$ cat src/rtl/mem_refill_engine_pkg.sv
// Shared constants and FSM state encodings for the cache block refill engine.
package mem_refill_engine_pkg;

  localparam int unsigned WORDS_PER_BLOCK   = 8;
  localparam int unsigned WORD_OFFSET_BITS  = 1;
  localparam int unsigned BLOCK_OFFSET_BITS = 4;
  localparam int unsigned CNT_W             = 4;
  localparam int unsigned IDX_W             = 3;
  localparam int unsigned STATE_W           = 3;

  // Refill FSM states
  localparam logic [STATE_W-1:0] ST_QUIET = 3'd0;
  localparam logic [STATE_W-1:0] ST_IDLE  = 3'd1;
  localparam logic [STATE_W-1:0] ST_ISSUE = 3'd2;
  localparam logic [STATE_W-1:0] ST_DRAIN = 3'd3;
  localparam logic [STATE_W-1:0] ST_DONE  = 3'd4;

endpackage

$ cat src/rtl/mem_refill_engine_if.sv
// Cache-side and memory-side signals of the refill engine.
interface mem_refill_engine_if #(
  parameter int unsigned ADDR_W = 16,
  parameter int unsigned DATA_W = 16
);

  logic              MemoryRequest;
  logic [ADDR_W-1:0] MemoryAddressIn;
  logic [DATA_W-1:0] MemDataIn;
  logic              MemDataValid;
  logic [ADDR_W-1:0] MemAddrOut;
  logic              MemReadEn;
  logic [DATA_W-1:0] RefillData;
  logic [2:0]        RefillWordIdx;
  logic              RefillWrite;
  logic              RefillDone;
  logic              MemStall;

  // Engine side: accepts miss requests, masters main-memory reads
  modport master (
    input  MemoryRequest,
    input  MemoryAddressIn,
    input  MemDataIn,
    input  MemDataValid,
    output MemAddrOut,
    output MemReadEn,
    output RefillData,
    output RefillWordIdx,
    output RefillWrite,
    output RefillDone,
    output MemStall
  );

  // Environment side: cache interface and main memory
  modport slave (
    output MemoryRequest,
    output MemoryAddressIn,
    output MemDataIn,
    output MemDataValid,
    input  MemAddrOut,
    input  MemReadEn,
    input  RefillData,
    input  RefillWordIdx,
    input  RefillWrite,
    input  RefillDone,
    input  MemStall
  );

endinterface

$ cat src/rtl/mem_refill_engine_refill_counter.sv
// Small up-counter with synchronous clear and a terminal-count flag.
module mem_refill_engine_refill_counter #(
  parameter int unsigned W        = 4,
  parameter int unsigned TERMINAL = 7
) (
  input  logic         clk,
  input  logic         rst,
  input  logic         clr,
  input  logic         inc,
  output logic [W-1:0] cnt,
  output logic         term_c
);

  logic [W-1:0] cnt_q;
  logic [W-1:0] cnt_d;

  // Clear wins over increment
  always_comb begin
    cnt_d = cnt_q;
    if (clr) begin
      cnt_d = '0;
    end else if (inc) begin
      cnt_d = cnt_q + W'(1);
    end
  end

  // Count register
  always_ff @(posedge clk or posedge rst) begin
    if (rst) begin
      cnt_q <= '0;
    end else begin
      cnt_q <= cnt_d;
    end
  end

  assign cnt    = cnt_q;
  assign term_c = (cnt_q == W'(TERMINAL));

endmodule

$ cat src/rtl/mem_refill_engine.sv
// Cache block refill engine: issues one block of pipelined reads on a miss,
// streams the returned words into the data array and signals completion.
module mem_refill_engine #(
  parameter int unsigned WORDS_PER_BLOCK = mem_refill_engine_pkg::WORDS_PER_BLOCK,
  parameter int unsigned ADDR_W          = 16,
  parameter int unsigned DATA_W          = 16,
  parameter int unsigned MEM_LATENCY     = 4
) (
  input logic                 clk,
  input logic                 rst,
  mem_refill_engine_if.master bus
);

  import mem_refill_engine_pkg::*;

  logic [STATE_W-1:0] state_q;
  logic [STATE_W-1:0] state_d;
  logic [ADDR_W-1:0]  base_q;
  logic [ADDR_W-1:0]  base_d;
  logic [ADDR_W-1:0]  addr_q;
  logic [ADDR_W-1:0]  addr_d;
  logic               read_en_q;
  logic               read_en_d;
  logic               stall_q;
  logic               stall_d;
  logic               done_q;
  logic               done_d;

  logic [CNT_W-1:0]   issue_cnt;
  logic [CNT_W-1:0]   ret_cnt;
  logic [CNT_W-1:0]   unused_quiet_cnt;
  logic               issue_last;
  logic               ret_last;
  logic               quiet_last;

  logic               in_quiet;
  logic               in_issue;
  logic               in_fetch;
  logic               start;
  logic               ret_accept;
  logic [ADDR_W-1:0]  req_base;
  logic [ADDR_W-1:0]  next_addr;
  logic               unused_addr_lsbs;

  assign in_quiet = (state_q == ST_QUIET);
  assign in_issue = (state_q == ST_ISSUE);
  assign in_fetch = (state_q == ST_ISSUE) || (state_q == ST_DRAIN);
  assign start    = (state_q == ST_IDLE) && bus.MemoryRequest;

  // Returns are only taken while a refill is in flight and the block is not full
  assign ret_accept = in_fetch && bus.MemDataValid && (ret_cnt != CNT_W'(WORDS_PER_BLOCK));

  // Block-aligned base of the missing address; the byte offset bits are dropped
  assign req_base  = {bus.MemoryAddressIn[ADDR_W-1:BLOCK_OFFSET_BITS], BLOCK_OFFSET_BITS'(0)};
  assign next_addr = base_q + (ADDR_W'(issue_cnt + CNT_W'(1)) << WORD_OFFSET_BITS);
  assign unused_addr_lsbs = ^bus.MemoryAddressIn[BLOCK_OFFSET_BITS-1:0];

  // Post-reset quiet period: lets stale responses of aborted reads drain away
  mem_refill_engine_refill_counter #(
    .W        (CNT_W),
    .TERMINAL (MEM_LATENCY - 1)
  ) u_quiet_cnt (
    .clk    (clk),
    .rst    (rst),
    .clr    (!in_quiet),
    .inc    (in_quiet),
    .cnt    (unused_quiet_cnt),
    .term_c (quiet_last)
  );

  // Number of reads issued in the current refill
  mem_refill_engine_refill_counter #(
    .W        (CNT_W),
    .TERMINAL (WORDS_PER_BLOCK - 1)
  ) u_issue_cnt (
    .clk    (clk),
    .rst    (rst),
    .clr    (start),
    .inc    (in_issue),
    .cnt    (issue_cnt),
    .term_c (issue_last)
  );

  // Number of words returned and written in the current refill
  mem_refill_engine_refill_counter #(
    .W        (CNT_W),
    .TERMINAL (WORDS_PER_BLOCK - 1)
  ) u_ret_cnt (
    .clk    (clk),
    .rst    (rst),
    .clr    (start),
    .inc    (ret_accept),
    .cnt    (ret_cnt),
    .term_c (ret_last)
  );

  // Next-state, base/address and registered-output logic
  always_comb begin
    state_d = state_q;
    base_d  = base_q;
    addr_d  = addr_q;

    case (state_q)
      ST_QUIET: begin
        if (quiet_last) begin
          state_d = ST_IDLE;
        end
      end
      ST_IDLE: begin
        if (bus.MemoryRequest) begin
          state_d = ST_ISSUE;
          base_d  = req_base;
          addr_d  = req_base;
        end
      end
      ST_ISSUE: begin
        if (!issue_last) begin
          addr_d = next_addr;
        end
        if (ret_accept && ret_last) begin
          state_d = ST_DONE;
        end else if (issue_last) begin
          state_d = ST_DRAIN;
        end
      end
      ST_DRAIN: begin
        if (ret_accept && ret_last) begin
          state_d = ST_DONE;
        end
      end
      ST_DONE: begin
        state_d = ST_IDLE;
      end
      default: begin
        state_d = ST_QUIET;
      end
    endcase

    read_en_d = (state_d == ST_ISSUE);
    stall_d   = (state_d == ST_ISSUE) || (state_d == ST_DRAIN);
    done_d    = (state_d == ST_DONE);
  end

  // State and output registers
  always_ff @(posedge clk or posedge rst) begin
    if (rst) begin
      state_q   <= ST_QUIET;
      base_q    <= '0;
      addr_q    <= '0;
      read_en_q <= 1'b0;
      stall_q   <= 1'b0;
      done_q    <= 1'b0;
    end else begin
      state_q   <= state_d;
      base_q    <= base_d;
      addr_q    <= addr_d;
      read_en_q <= read_en_d;
      stall_q   <= stall_d;
      done_q    <= done_d;
    end
  end

  assign bus.MemAddrOut    = addr_q;
  assign bus.MemReadEn     = read_en_q;
  assign bus.MemStall      = stall_q;
  assign bus.RefillDone    = done_q;
  assign bus.RefillWrite   = ret_accept;
  assign bus.RefillWordIdx = ret_accept ? ret_cnt[IDX_W-1:0] : '0;
  assign bus.RefillData    = in_quiet ? DATA_W'(0) : bus.MemDataIn;

endmodule

$ cat src/flat_wrapper.sv
// flat-port wrapper written by rule: the top's interface ports become plain ports
module mem_refill_engine_flat import mem_refill_engine_pkg::*;
#(
  parameter int unsigned WORDS_PER_BLOCK = mem_refill_engine_pkg::WORDS_PER_BLOCK,
  parameter int unsigned ADDR_W          = 16,
  parameter int unsigned DATA_W          = 16,
  parameter int unsigned MEM_LATENCY     = 4
)
  (clk, rst, bus_MemoryRequest, bus_MemoryAddressIn, bus_MemDataIn, bus_MemDataValid, bus_MemAddrOut, bus_MemReadEn, bus_RefillData, bus_RefillWordIdx, bus_RefillWrite, bus_RefillDone, bus_MemStall);
  mem_refill_engine_if #(.ADDR_W(ADDR_W), .DATA_W(DATA_W)) bus_i ();
  input logic clk;
  input logic rst;
  input wire logic [$bits(bus_i.MemoryRequest)-1:0] bus_MemoryRequest;
  input wire logic [$bits(bus_i.MemoryAddressIn)-1:0] bus_MemoryAddressIn;
  input wire logic [$bits(bus_i.MemDataIn)-1:0] bus_MemDataIn;
  input wire logic [$bits(bus_i.MemDataValid)-1:0] bus_MemDataValid;
  output wire logic [$bits(bus_i.MemAddrOut)-1:0] bus_MemAddrOut;
  output wire logic [$bits(bus_i.MemReadEn)-1:0] bus_MemReadEn;
  output wire logic [$bits(bus_i.RefillData)-1:0] bus_RefillData;
  output wire logic [$bits(bus_i.RefillWordIdx)-1:0] bus_RefillWordIdx;
  output wire logic [$bits(bus_i.RefillWrite)-1:0] bus_RefillWrite;
  output wire logic [$bits(bus_i.RefillDone)-1:0] bus_RefillDone;
  output wire logic [$bits(bus_i.MemStall)-1:0] bus_MemStall;
  assign bus_i.MemoryRequest = bus_MemoryRequest;
  assign bus_i.MemoryAddressIn = bus_MemoryAddressIn;
  assign bus_i.MemDataIn = bus_MemDataIn;
  assign bus_i.MemDataValid = bus_MemDataValid;
  assign bus_MemAddrOut = bus_i.MemAddrOut;
  assign bus_MemReadEn = bus_i.MemReadEn;
  assign bus_RefillData = bus_i.RefillData;
  assign bus_RefillWordIdx = bus_i.RefillWordIdx;
  assign bus_RefillWrite = bus_i.RefillWrite;
  assign bus_RefillDone = bus_i.RefillDone;
  assign bus_MemStall = bus_i.MemStall;
  mem_refill_engine #(.WORDS_PER_BLOCK(WORDS_PER_BLOCK), .ADDR_W(ADDR_W), .DATA_W(DATA_W), .MEM_LATENCY(MEM_LATENCY)) u_core (.clk(clk), .rst(rst), .bus(bus_i));
endmodule
$ cat config.mk
export PLATFORM = sky130hd
export DESIGN_NAME = mem_refill_engine_flat
export DESIGN_NICKNAME = d
export VERILOG_FILES = /design/src/rtl/mem_refill_engine_pkg.sv /design/src/rtl/mem_refill_engine_if.sv /design/src/rtl/mem_refill_engine_refill_counter.sv /design/src/rtl/mem_refill_engine.sv /design/src/flat_wrapper.sv
export SDC_FILE = /design/constraint.sdc
export NUM_CORES = 1
export LEC_CHECK = 0
export CORE_ASPECT_RATIO = 0.8
export CORE_MARGIN = 5
export CORE_UTILIZATION = 40
export DETAILED_ROUTE_END_ITERATION = 16
export HOLD_SLACK_MARGIN = 0.03
export PLACE_DENSITY = 0.75
export SLEW_MARGIN = 20
export SYNTH_ARGS = -nofsm -noshare
export SYNTH_HDL_FRONTEND = slang
export SYNTH_SLANG_ARGS = --single-unit
$ cat constraint.sdc
create_clock -name clk -period 3.8 [get_ports clk]
set_input_delay 0.38 -clock clk [delete_from_list [all_inputs] [get_ports clk]]
set_output_delay 0.38 -clock clk [all_outputs]
set_load 0.005 [all_outputs]
; ---- Word-level counts from Yosys, hierarchy flattened
; Cells that the tools add are included.
[word_totals]
regBits = 46
latchBits = 0
mem_bits_rw = 0
mem_bits_ro = 0
output_inout_bits = 39
memories = 0
[op_classes]
n_addsub = 5
n_mul = 0
n_div = 0
order_cmp = 0
n_eq_ne = 13
shift = 0
muxes = 16
n_bitwise = 0
n_reduce_logical = 12
[ops]
columns = cell, count
row1 = 16-bit two-way mux, 3
row2 = 16-bit case mux with 2 select lines, 1
row3 = 4-bit two-way mux, 5
row4 = 3-bit two-way mux, 6
row5 = 16-bit adder, 1
row6 = 3-bit case mux with 5 select lines, 1
row7 = 4-bit by 1-bit adder with 4-bit output (second input constant), 3
row8 = 3-bit by 2-bit == test with 1-bit output (second input constant), 4
row9 = 4-bit by 3-bit == test with 1-bit output (second input constant), 2
row10 = 3-bit == test (second input constant), 2
row11 = 2-bit nonzero test, 3
row12 = 4-bit by 1-bit adder with 5-bit output (second input constant), 1
row13 = 4-bit by 2-bit == test with 1-bit output (second input constant), 1
row14 = 1-bit logical AND, 4
row15 = 2-bit inequality test (second input constant), 2
row16 = 4-bit inequality test (second input constant), 1
row17 = 3-bit by 1-bit == test with 1-bit output (second input constant), 1
row18 = 3-bit logical NOT, 1
row19 = 3-bit AND reduction, 1
row20 = 1-bit logical OR, 2
row21 = 2-bit AND reduction, 1

; ---- Depth between registers and ports, before layout
[logic_depth]
ltp_word = 9
depth_mapped = 10
ltp_nobuf = 9

; ---- Hierarchy
; A second synthesis with hierarchy kept.
[hier_totals]
cells_unflattened = 252
area_unflattened_um2 = 2387.3
[modules_own_cells]
columns = module, n_inst, cells_per_inst, area_each_um2
row1 = mem_refill_engine, 1, 196, 1775.5
row2 = mem_refill_engine_refill_counter at u_core.u_issue_cnt ..., 2, 19, 203.9
row3 = mem_refill_engine_refill_counter at u_core.u_quiet_cnt, 1, 18, 203.9

; ---- Worst setup path before layout
; OpenSTA, ideal clock, no wires.
[synth_timing]
kind = register to register
start = register u_core.u_issue_cnt.cnt_q[2] (netlist: u_core.u_issue_cnt.cnt[2])
end = register u_core.addr_q[10] (netlist: u_core.bus.MemAddrOut[10])
setup_time_ns = 0.065
arrival_time_ns = 2.094
required_time_ns = 3.735
path_slack_ns = 1.640
path_stages_with_launch = 11
path_cell_list = dfrtp_1 clkbuf_1 nand3_1 xnor2_1 ha_1 inv_1 fa_1 nand2b_1 or3_1 nand3_1 a22o_1
[synth_between]
elab_chain_len = 4
[synth_lines]
columns = item, line
row1 = start: declaration, mem_refill_engine_refill_counter.sv:14  ; logic [W-1:0] cnt_q;
row2 = start signal: assignment, mem_refill_engine_refill_counter.sv:32  ; cnt_q <= cnt_d;
row3 = 4-bit by 1-bit adder with 5-bit output, mem_refill_engine.sv:55  ; assign next_addr = base_q + (ADDR_W'(issue_cnt + CNT_W'(1)) << WORD_OFFSET_BITS);
row4 = 16-bit adder, mem_refill_engine.sv:55
row5 = 16-bit two-way mux, mem_refill_engine.sv:117  ; if (!issue_last) begin
row6 = 16-bit case mux with 2 select lines, mem_refill_engine.sv:103  ; case (state_q)
row7 = end signal: assignment, mem_refill_engine.sv:156  ; addr_q <= addr_d;
row8 = end: declaration, mem_refill_engine.sv:20  ; logic [ADDR_W-1:0] addr_q;
; Parallel ways exist; a longest one is shown, timed or not. The select of a mux whose other input is x is not followed.
; A chain may end at the register's enable or synchronous reset.

; ---- Worst setup path in the final report
[layout_timing]
start = register u_core.state_q[2]
end = output port bus_RefillData[13]
[layout_between]
elab_chain_len = 2
[layout_lines]
columns = item, line
row1 = start: declaration, mem_refill_engine.sv:16  ; logic [STATE_W-1:0] state_q;
row2 = start signal: assignment, mem_refill_engine.sv:154  ; state_q <= state_d;
row3 = 3-bit logical NOT, mem_refill_engine.sv:45  ; assign in_quiet = (state_q == ST_QUIET);
row4 = 16-bit two-way mux, mem_refill_engine.sv:169  ; assign bus.RefillData = in_quiet ? DATA_W'(0) : bus.MemDataIn;
row5 = end: declaration, flat_wrapper.sv:19  ; output wire logic [$bits(bus_i.RefillData)-1:0] bus_RefillData;
; Every way passes these cells.

==> impl_metrics.toml <==
[final_layout]
drive_gt1_share_pct = 3.47
multi_input_area_um2 = 1110
num-nets-final = 360
diodes = 0
regArea_um2 = 1130
final_common_cell = "clkdlybuf4s50_1"
area_growth_pct = 35.2
fillers = 497
layout_common_cells = "clkdlybuf4s50_1 (69), nand2_1 (56), dfrtp_1 (45), nor2_1 (21), and2_1 (18)"

[clock_tree]
cts_root_buffer = "clkbuf_8"
ctsHoldBuffers = 0
h-tree-depth = 2
cts_buffers = 5
cts_resized = 0
cts.sinks = 45
cts_tree = "built"
post_cts_buffers = 0
clk_latency_ns = 0.29
path_clk_slew_ns = 0.08
cts_buffer_depth = 2

[grt]
grt_max_degree = 46
grt_pass1_vias = 1930
overflow = 0
grt_pass1_wl_um = 9140
antenna_found_initial = 0
grt_use_total_pct = 15.4

[worst_setup_path]
required_ns = 3.42
crit_type = "reg2out"
start_kind = "flip-flop"
end_kind = "primary output"
cp.arrival_ns = 2.11
crit_fanout = 20

[outcome]
status = "finished clean"

[timing]
fin_skew_ns = 0.00746
whs_ns = 0.470
fin_crit_sh_pct = 65.6
tns_ns = 0
slew_violations = 0
hold_viol = 0
period_minus_slack_ns = 2.49
fmax_ghz = 0.401
max_slew.worst_pin.slew_ns = 0.853
final-setup-viol-count = 0
slew-limit-headroom_pct = 43.1
rsz0062_at_grt = "no"

[synth]
synthesis.nets = 294
yosys.cell_types.count = 42
ys_ff_latch = 45
postSynthCellCount = 251
synth_area_leaders = "dfrtp_1 (48%), nand2_1 (9.0%), xnor2_1 (4.9%), and2_1 (4.8%), nor2_1 (3.4%)"
syn_area_per_cell_um2 = 9.31
ys_seq_area_share_pct = 48.2
synth_top_cell_by_area = "dfrtp_1"
ys_warn_count = 0
synth_top_area_share_pct = 48.2
syn_area_um2 = 2340

[floorplanning]
rows = 24
core_um2 = 5560
die_area_um2 = 7480
chipWidth_um = 95.5
fp.dieH_um = 78.4
io_pins = 75
start_util_pct = 42.1

[route]
first_pass_iters = 4
avgViaCountPerCell = 4.76
drt_wl_total_um = 5210
routedWlPerCell_um = 13.2
vias = 1882
drc = 0
drtIter0Drc = 102
ant_nets = 0

[worst_hold_path]
hold_path.class = "reg2reg"

[placed_design]
place.port_buffers = 69
dp_hpwl_um = 3880
gp_congestion = 0.772

[power_and_ir_drop]
power_density_nw_per_um2 = 724
p_total_mw = 2.29
max-vdd-ir-drop_mv = 0.306
p_leak_nw = 1.36

[flow_run]
max_cap_viol_count = 0
-- Yosys cell counts --
| cell | number |
|---|---|
| nand2_1 | 56 |
| dfrtp_1 | 45 |
| nor2_1 | 21 |
| and2_1 | 18 |
| xnor2_1 | 13 |
| o21ai_0 | 11 |
| inv_1 | 8 |
| nand3_1 | 8 |
| ha_1 | 6 |
| buf_2 | 5 |
| nor3_1 | 5 |
| clkbuf_1 | 4 |
| mux2i_1 | 4 |
| o211ai_1 | 4 |
| nand3b_1 | 3 |
| nor2b_1 | 3 |
| xor2_1 | 3 |
| a21oi_1 | 2 |
| a22o_1 | 2 |
| buf_4 | 2 |
| nand2b_1 | 2 |
| nand4_1 | 2 |
| nor4b_1 | 2 |
| o21a_1 | 2 |
| o31ai_1 | 2 |
| or3_1 | 2 |
| a211oi_1 | 1 |
| a21boi_0 | 1 |
| a21o_1 | 1 |
| a21oi_2 | 1 |
| a22oi_1 | 1 |
| and4b_1 | 1 |
| and4bb_1 | 1 |
| buf_6 | 1 |
| conb_1 | 1 |
| fa_1 | 1 |
| nor3b_1 | 1 |
| nor3b_4 | 1 |
| o2111a_1 | 1 |
| o211a_1 | 1 |
| o31ai_2 | 1 |
| o32ai_1 | 1 |
-- power by group --
part | internal [mW] | total, mW | leakage (nW) | switching, mW
sequential | 0.689 | 0.873 | 0.566 | 0.184
combinational | 0.605 | 1.12 | 0.752 | 0.516
clock | 0.144 | 0.295 | 0.0443 | 0.150
-- metal layers --
metal | share of wire (%) | track usage, %
met3 | 4.6 | 3.92
met5 | 0 | 0
met2 | 46 | 23.7
met4 | 0.44 | 3.27
met1 | 49 | 21.9
-- state kept, by name (all words and copies together) (netlist names) --
register / flops
u_core.u_quiet_cnt.cnt: 4
u_core.state_q: 3
u_core.u_issue_cnt.cnt: 4
u_core.base_q: 12
u_core.u_ret_cnt.cnt: 4
u_core.bus.MemStall: 1
u_core.bus.MemReadEn: 1
u_core.bus.MemAddrOut: 15
u_core.bus.RefillDone: 1
-- cell type report --
cell class / count / area share (%)
timing repair buffer: 71 / 22.3
inverter: 8 / 0.950
clock buffer: 7 / 2.73
tap: 78 / 3.09
sequential: 45 / 35.6
multi-input combinational: 186 / 35.3
-- kinds of logic (layout without fill, tap and decap cells) --
group / Yosys count / count (layout) / synth area share (%)
flops: 45 / 45 / 48.2
other cells: 1 / 1 / 0.160
fa+ha+maj: 7 / 7 / 4.07
xor+xnor: 16 / 16 / 6.00
mux: 4 / 4 / 1.71
compound gates: 32 / 32 / 9.58
buf+inv: 20 / 86 / 4.12
simple gates: 126 / 126 / 26.2
-- metrics by stage --
stage	area, um2	instances	utilization, %	setup WS, ns
2_1_floorplan	2340	251	-	1.64
3_3_place_gp	3070	388	55.3	1.27
3_5_place_dp	3070	388	55.3	1.24
4_1_cts	3160	395	56.9	1.27
5_1_grt	3160	395	56.9	1.15
6_report	3160	395	56.9	1.31
-- worst paths after layout --
path	start	endpoint	slack, ns	cells past startpoint
setup / recovery	u_core.state_q[2]	bus_RefillData[13]	1.31	3
hold / removal	u_core.u_quiet_cnt.cnt[0]	u_core.u_quiet_cnt.cnt[0]	0.47	1
setup reg to reg	u_core.u_issue_cnt.cnt[2]	u_core.bus.MemAddrOut[12]	1.47	9
hold reg to reg	u_core.u_quiet_cnt.cnt[0]	u_core.u_quiet_cnt.cnt[0]	0.47	1
max in group asynchronous	rst	u_core.base_q[9]	2.88	3
min in group asynchronous	rst	u_core.bus.MemAddrOut[9]	0.53	3
-- worst max-delay path, cell delays in order (launching register included) --
cell and delay (ns):
dfrtp_1 0.49, or3_1 0.63, and2_1 0.25, clkdlybuf4s50_1 0.45
Note: power is estimated with default switching activity, not from simulation.
